`src/rtl/fetch_pkg.sv`:
```
// fetch_pkg: shared widths, FSM states and queue entry layout for the fetch stage
package fetch_pkg;
  localparam int XLEN = 32;
  localparam int ILEN = 32;
  typedef enum logic [1:0] {IDLE, WAIT, DROP} state_t;
  typedef struct packed {
    logic [XLEN-1:0] pc;
    logic [ILEN-1:0] instr;
  } fetch_entry_t;
endpackage

```
`src/rtl/instr_fetch_if.sv`:
```
// instr_fetch_if: PC, instruction-memory and decode-side signals of the fetch stage
interface instr_fetch_if #(
  parameter int XLEN = fetch_pkg::XLEN,
  parameter int ILEN = fetch_pkg::ILEN
);
  import fetch_pkg::*;
  logic [XLEN-1:0] pc_in;
  logic            pc_advance;
  logic            imem_req;
  logic [XLEN-1:0] imem_addr;
  logic            imem_gnt;
  logic            imem_rvalid;
  logic [ILEN-1:0] imem_rdata;
  logic            flush;
  logic            id_valid;
  logic            id_ready;
  logic [ILEN-1:0] id_instr;
  logic [XLEN-1:0] id_pc;
  modport master (
    input  pc_in, imem_gnt, imem_rvalid, imem_rdata, flush, id_ready,
    output pc_advance, imem_req, imem_addr, id_valid, id_instr, id_pc
  );
  modport slave (
    output pc_in, imem_gnt, imem_rvalid, imem_rdata, flush, id_ready,
    input  pc_advance, imem_req, imem_addr, id_valid, id_instr, id_pc
  );
endinterface

```
`src/rtl/fetch_fifo.sv`:
```
// fetch_fifo: in-order queue with synchronous clear; head reads as zero when empty
module fetch_fifo #(
  parameter int DEPTH = 2,
  parameter int WIDTH = 64
) (
  input  logic                     clk,
  input  logic                     reset,
  input  logic                     push,
  input  logic                     pop,
  input  logic                     clear,
  input  logic [WIDTH-1:0]         din,
  output logic [WIDTH-1:0]         dout,
  output logic [$clog2(DEPTH):0]   count,
  output logic                     empty,
  output logic                     full
);
  localparam int AW = $clog2(DEPTH);
  logic [WIDTH-1:0] mem [DEPTH];
  logic [AW-1:0] wr_ptr, rd_ptr;
  logic wr, rd;
  assign empty = count == '0;
  assign full = 32'(count) == DEPTH;
  assign wr = push && !full;
  assign rd = pop && !empty;
  assign dout = empty ? '0 : mem[rd_ptr];
  // storage needs no reset: entries are only visible once counted
  always_ff @(posedge clk)
    if (wr) mem[wr_ptr] <= din;
  // pointers and occupancy; clear drops everything, even a same-cycle push
  always_ff @(posedge clk) begin
    if (reset || clear) begin
      wr_ptr <= '0;
      rd_ptr <= '0;
      count <= '0;
    end else begin
      if (wr) wr_ptr <= wr_ptr + 1'b1;
      if (rd) rd_ptr <= rd_ptr + 1'b1;
      count <= count + {{AW{1'b0}}, wr} - {{AW{1'b0}}, rd};
    end
  end
endmodule

```
`src/rtl/instr_fetch.sv`:
```
// instr_fetch: one-outstanding-request fetch stage feeding decode through a small queue
module instr_fetch #(
  parameter int XLEN = fetch_pkg::XLEN,
  parameter int ILEN = fetch_pkg::ILEN,
  parameter int FQ_DEPTH = 2
) (
  input logic clk,
  input logic reset,
  instr_fetch_if.master bus
);
  import fetch_pkg::*;
  localparam int CW = $clog2(FQ_DEPTH) + 1;
  state_t state, next_state;
  logic [XLEN-1:0] pending_pc;
  logic [XLEN+ILEN-1:0] head;
  logic [CW-1:0] count;
  logic push, pop, empty, full_unused;
  fetch_fifo #(.DEPTH(FQ_DEPTH), .WIDTH(XLEN + ILEN)) fifo (
    .clk(clk),
    .reset(reset),
    .push(push),
    .pop(pop),
    .clear(bus.flush),
    .din({pending_pc, bus.imem_rdata}),
    .dout(head),
    .count(count),
    .empty(empty),
    .full(full_unused)
  );
  assign {bus.id_pc, bus.id_instr} = head;
  assign bus.id_valid = !empty;
  assign pop = bus.id_valid && bus.id_ready;
  assign bus.imem_addr = bus.pc_in;
  // issue only from IDLE with a free slot reserved; WAIT/DROP consume exactly one response
  always_comb begin
    next_state = state;
    bus.imem_req = 1'b0;
    bus.pc_advance = 1'b0;
    push = 1'b0;
    case (state)
      IDLE: begin
        bus.imem_req = !reset && !bus.flush && 32'(count) < FQ_DEPTH;
        bus.pc_advance = bus.imem_req && bus.imem_gnt;
        next_state = bus.pc_advance ? WAIT : IDLE;
      end
      WAIT: begin
        push = bus.imem_rvalid && !bus.flush;
        next_state = bus.imem_rvalid ? IDLE : bus.flush ? DROP : WAIT;
      end
      DROP: next_state = bus.imem_rvalid ? IDLE : DROP;
      default: next_state = IDLE;
    endcase
  end
  // state register and PC of the request in flight
  always_ff @(posedge clk) begin
    if (reset) begin
      state <= IDLE;
      pending_pc <= '0;
    end else begin
      state <= next_state;
      if (bus.pc_advance) pending_pc <= bus.pc_in;
    end
  end
endmodule

```
`src/flat_wrapper.sv`:
```
// flat-port wrapper written by rule: the top's interface ports become plain ports
module instr_fetch_flat import fetch_pkg::*;
#(
  parameter int XLEN = fetch_pkg::XLEN,
  parameter int ILEN = fetch_pkg::ILEN,
  parameter int FQ_DEPTH = 2
)
  (clk, reset, bus_pc_in, bus_imem_gnt, bus_imem_rvalid, bus_imem_rdata, bus_flush, bus_id_ready, bus_pc_advance, bus_imem_req, bus_imem_addr, bus_id_valid, bus_id_instr, bus_id_pc);
  instr_fetch_if #(.XLEN(XLEN), .ILEN(ILEN)) bus_i ();
  input logic clk;
  input logic reset;
  input wire logic [$bits(bus_i.pc_in)-1:0] bus_pc_in;
  input wire logic [$bits(bus_i.imem_gnt)-1:0] bus_imem_gnt;
  input wire logic [$bits(bus_i.imem_rvalid)-1:0] bus_imem_rvalid;
  input wire logic [$bits(bus_i.imem_rdata)-1:0] bus_imem_rdata;
  input wire logic [$bits(bus_i.flush)-1:0] bus_flush;
  input wire logic [$bits(bus_i.id_ready)-1:0] bus_id_ready;
  output wire logic [$bits(bus_i.pc_advance)-1:0] bus_pc_advance;
  output wire logic [$bits(bus_i.imem_req)-1:0] bus_imem_req;
  output wire logic [$bits(bus_i.imem_addr)-1:0] bus_imem_addr;
  output wire logic [$bits(bus_i.id_valid)-1:0] bus_id_valid;
  output wire logic [$bits(bus_i.id_instr)-1:0] bus_id_instr;
  output wire logic [$bits(bus_i.id_pc)-1:0] bus_id_pc;
  assign bus_i.pc_in = bus_pc_in;
  assign bus_i.imem_gnt = bus_imem_gnt;
  assign bus_i.imem_rvalid = bus_imem_rvalid;
  assign bus_i.imem_rdata = bus_imem_rdata;
  assign bus_i.flush = bus_flush;
  assign bus_i.id_ready = bus_id_ready;
  assign bus_pc_advance = bus_i.pc_advance;
  assign bus_imem_req = bus_i.imem_req;
  assign bus_imem_addr = bus_i.imem_addr;
  assign bus_id_valid = bus_i.id_valid;
  assign bus_id_instr = bus_i.id_instr;
  assign bus_id_pc = bus_i.id_pc;
  instr_fetch #(.XLEN(XLEN), .ILEN(ILEN), .FQ_DEPTH(FQ_DEPTH)) u_core (.clk(clk), .reset(reset), .bus(bus_i));
endmodule
```
`config.mk`:
```
export PLATFORM = sky130hd
export DESIGN_NAME = instr_fetch_flat
export DESIGN_NICKNAME = d
export VERILOG_FILES = /design/src/rtl/fetch_pkg.sv /design/src/rtl/instr_fetch_if.sv /design/src/rtl/fetch_fifo.sv /design/src/rtl/instr_fetch.sv /design/src/flat_wrapper.sv
export SDC_FILE = /design/constraint.sdc
export NUM_CORES = 1
export LEC_CHECK = 0
export CAP_MARGIN = 0
export CORE_MARGIN = 2
export CORE_UTILIZATION = 44
export CTS_CLUSTER_DIAMETER = 100
export DETAILED_ROUTE_END_ITERATION = 16
export HOLD_SLACK_MARGIN = 0.03
export PLACE_DENSITY = 0.79
export SKIP_LAST_GASP = 1
export SYNTH_ARGS = -nofsm -noshare
export SYNTH_HDL_FRONTEND = slang
export SYNTH_SLANG_ARGS = --single-unit
```
`constraint.sdc`:
```
create_clock -name clk -period 5 [get_ports clk]
set_input_delay 1.5 -clock clk [delete_from_list [all_inputs] [get_ports clk]]
set_output_delay 1.5 -clock clk [all_outputs]
set_load 0.1 [all_outputs]
```
==> summary.md <==
| Metric | Value |
|---|---|
| VDD IR-drop max | 0.000218 V |
| Drt total wl | 12800 um |
| DP Area | 7990 um2 |
| Clk slew on worst S/H paths | 0.06 ns |
| Post-CTS sizing | 0 |
| Fillers | 1151 |
| GP Congestion | 0.740 |
| Final hold violation count | 0 |
| M1 GR Usage | 19.4% |
| Worst Path Max Fanout | 32 |
| GRT overflow | 0 |
| DIE AREA | 15800 um2 |
| Fin util | 59.2% |
| Crit end category | output pin |
| Met3 GRT Util | 4.80% |
| TritonCTS clock tree | built |
| FF+latch area | 4630 um2 |
| Initial antenna violation count | 0 |
| Num CTS Buffers | 17 |
| Synthesized net count | 551 |
| Outcome | completed |
| LEAKAGE | 2.98 nW |
| Area delta synth->final | 31.8% |
| Die Height | 126 um |
| Synthesized cell area | 6530 um2 |
| Setup Fix Bufs, Post-CTS | 0 |
| Clock Tree Buf Depth | 2 |
| CP Data Arrival Time | 2.71 ns |
| DIE WIDTH | 126 um |
| Final worst path period share | 84.3% |
| CP Launch Type | flip-flop |
| Multi-input gate area | 1530 um2 |
| Pin count of the biggest net entering global routing | 65 |
| Max-slew violations | 0 |
| Drt pass-1 iters | 4 |
| Initial core utilization | 44.9% |
| CP cell instances | nor2_4, inv_1, clkdlybuf4s50_1 |
| Initial DRC Count | 183 |
| Setup violators final | 0 |
| Post-Place Cells | 784 |
| Clk Latency, worst-skew pair | 0.41 ns |
| Setup slack at placement | 0.822 ns |
| Max Clk Rate | 237 MHz |
| Syn_area_per_cell | 13.6 um2 |
| Post-synth cell types | 28 |
| Via count | 4011 |
| Dpl hpwl | 8070 um |
| Number of global-route vias before repair | 4095 |
| ANT nets after route | 0 |
| CP max stage cell | clkdlybuf4s50_1 |
| Relative slew slack | 34.3% |
| Setup TNS | 0 ns |
| Mapped Cells | 480 |
| GRT met2 Usage | 27.7% |
| Worst Skew | 0.00572 ns |
| WS Path Type | reg2out |
| Seq/Total Area, Yosys | 70.9% |
| Vias per cell | 4.92 |
| CP peak stage delay | 1.02 ns |
| Nets | 690 |
| # rows | 44 |
| Hold Path Class | reg2reg |
| Tot Pwr | 3.04 mW |
| Clk sinks | 167 |
| Busiest grt layer | met2 |
| PortBufs | 168 |
| Cts hold-fix bufs | 0 |
| Root Buffer | clkbuf_16 |
| Layout cells sized above 1 | 19.3% |
| Total I/O pin count | 169 |
| Post-Layout Cell Count | 816 |
| Req. time, crit path | 3.50 ns |
| First-pass GRT wire length | 20100 um |
| Drt wl/cell | 15.7 um |
| Pwr dens | 353 nW/um2 |
| Diodes inserted | 0 |
| Worst hold slack | 0.452 ns |
| Seq cells post-synth | 167 |
| Crit path from | u_core.fifo.count[0]$_SDFF_PP0_ |
| Final setup margin | 0.787 ns |
| Hold Startpoint | u_core.pending_pc[22]$_SDFFE_PP0P_ |
| Final min period | 4.21 ns |
| Unrepaired setup endpoints after global routing | false |
| GRT Total Usage | 16.4% |
| Number of H-tree levels | 4 |
| MaxCap Viol Count | 0 |
| Worst slew pin tran | 0.982 ns |
| Synthesis Warnings | 0 |
| Area of the core | 14500 um2 |
| Fin area | 8600 um2 |
| DRC viols | 0 |
| R2r startpoint | u_core.fifo.count[0]$_SDFF_PP0_ |
-- Yosys cell counts --
cell type / number / area (um2)
edfxtp_1: 128 / 3840
nand2_1: 67 / 251
nor2_1: 67 / 251
mux2i_1: 65 / 651
dfxtp_1: 39 / 781
a21oi_1: 32 / 160
buf_4: 32 / 240
buf_2: 17 / 85.1
clkbuf_1: 4 / 15.0
nor3_1: 4 / 20.0
buf_6: 3 / 33.8
inv_1: 3 / 11.3
and2_1: 2 / 12.5
nand3_1: 2 / 10.0
xor2_1: 2 / 17.5
a221oi_1: 1 / 8.76
and4bb_4: 1 / 16.3
clkinv_2: 1 / 5.00
ha_1: 1 / 12.5
mux2_2: 1 / 11.3
nand3_4: 1 / 17.5
nor2_2: 1 / 6.26
nor3_4: 1 / 16.3
o21ai_4: 1 / 16.3
o221ai_1: 1 / 8.76
or3_1: 1 / 6.26
or3b_1: 1 / 8.76
xnor2_1: 1 / 8.76
-- report_power, final --
group | switching (mW) | total [mW] | internal [mW]
registers | 0.00747 | 1.51 | 1.50
clock network | 0.501 | 1.28 | 0.780
logic | 0.169 | 0.250 | 0.0807
total | 0.678 | 3.04 | 2.36
-- worst max-delay path, delay by kind of cell, from the launching register on --
family	cells	cell delay (ns)
buf+inv	2	1.22
simple gates	1	0.68
flops	1	0.40
-- cell usage in the layout (no fill, tap or decap), types with 2 or more instances in the layout --
master             n
nand2_1           67
buf_4             77
clkinvlp_4         3
edfxtp_1         128
dfxtp_1           38
xor2_1             2
nor2_1            64
nor3_1             4
mux2i_1           65
clkdlybuf4s50_1   96
buf_12             2
inv_1              3
clkbuf_16         22
nor2_4             3
and2_1             2
nand3_1            2
clkinv_2           6
a21oi_1           32
-- final cells by class --
class / instances / area share [%]
Clock buffer: 23 / 6.44
Clock inverter: 9 / 0.654
Inverter: 4 / 0.189
Multi-Input combinational cell: 253 / 17.8
Sequential cell: 167 / 53.8
Tap cell: 184 / 2.68
Timing Repair Buffer: 176 / 18.4
-- final timing paths --
kind                                      endpoint  slack [ns]  depth (start not counted)
setup / recovery                      bus_id_valid        0.79                          3
hold / removal    u_core.fifo.mem[1][54]$_DFFE_PP_        0.45                          0
setup reg to reg   u_core.fifo.count[1]$_SDFF_PP0_        2.76                          7
hold reg to reg   u_core.fifo.mem[1][54]$_DFFE_PP_        0.45                          0
-- cell families after synthesis --
kind of cell	synth area share (%)
buffers and inverters	5.98
AOI/OAI and AO/OA	2.97
adders and majority gates	0.192
muxes	10.1
DFF	70.9
and+or+nand+nor	9.45
xor gates and xnor gates	0.403
-- sequential cells by signal, indices dropped and copies added (netlist names), named ones only --
name,cells
u_core.state,2
u_core.pending_pc,32
u_core.fifo.wr_ptr,1
u_core.fifo.count,2
u_core.fifo.mem,128
u_core.fifo.rd_ptr,1
-- per-layer routing --
metal | wire [um] | share of wire (%) | vias up
met5 | 0 | 0 | -
met4 | 270 | 2.1 | 0
met3 | 728 | 5.7 | 26
met2 | 6470 | 50 | 132
met1 | 5380 | 42 | 1920
li1 | - | - | 1933
Note: power is estimated with default switching activity, not from simulation.
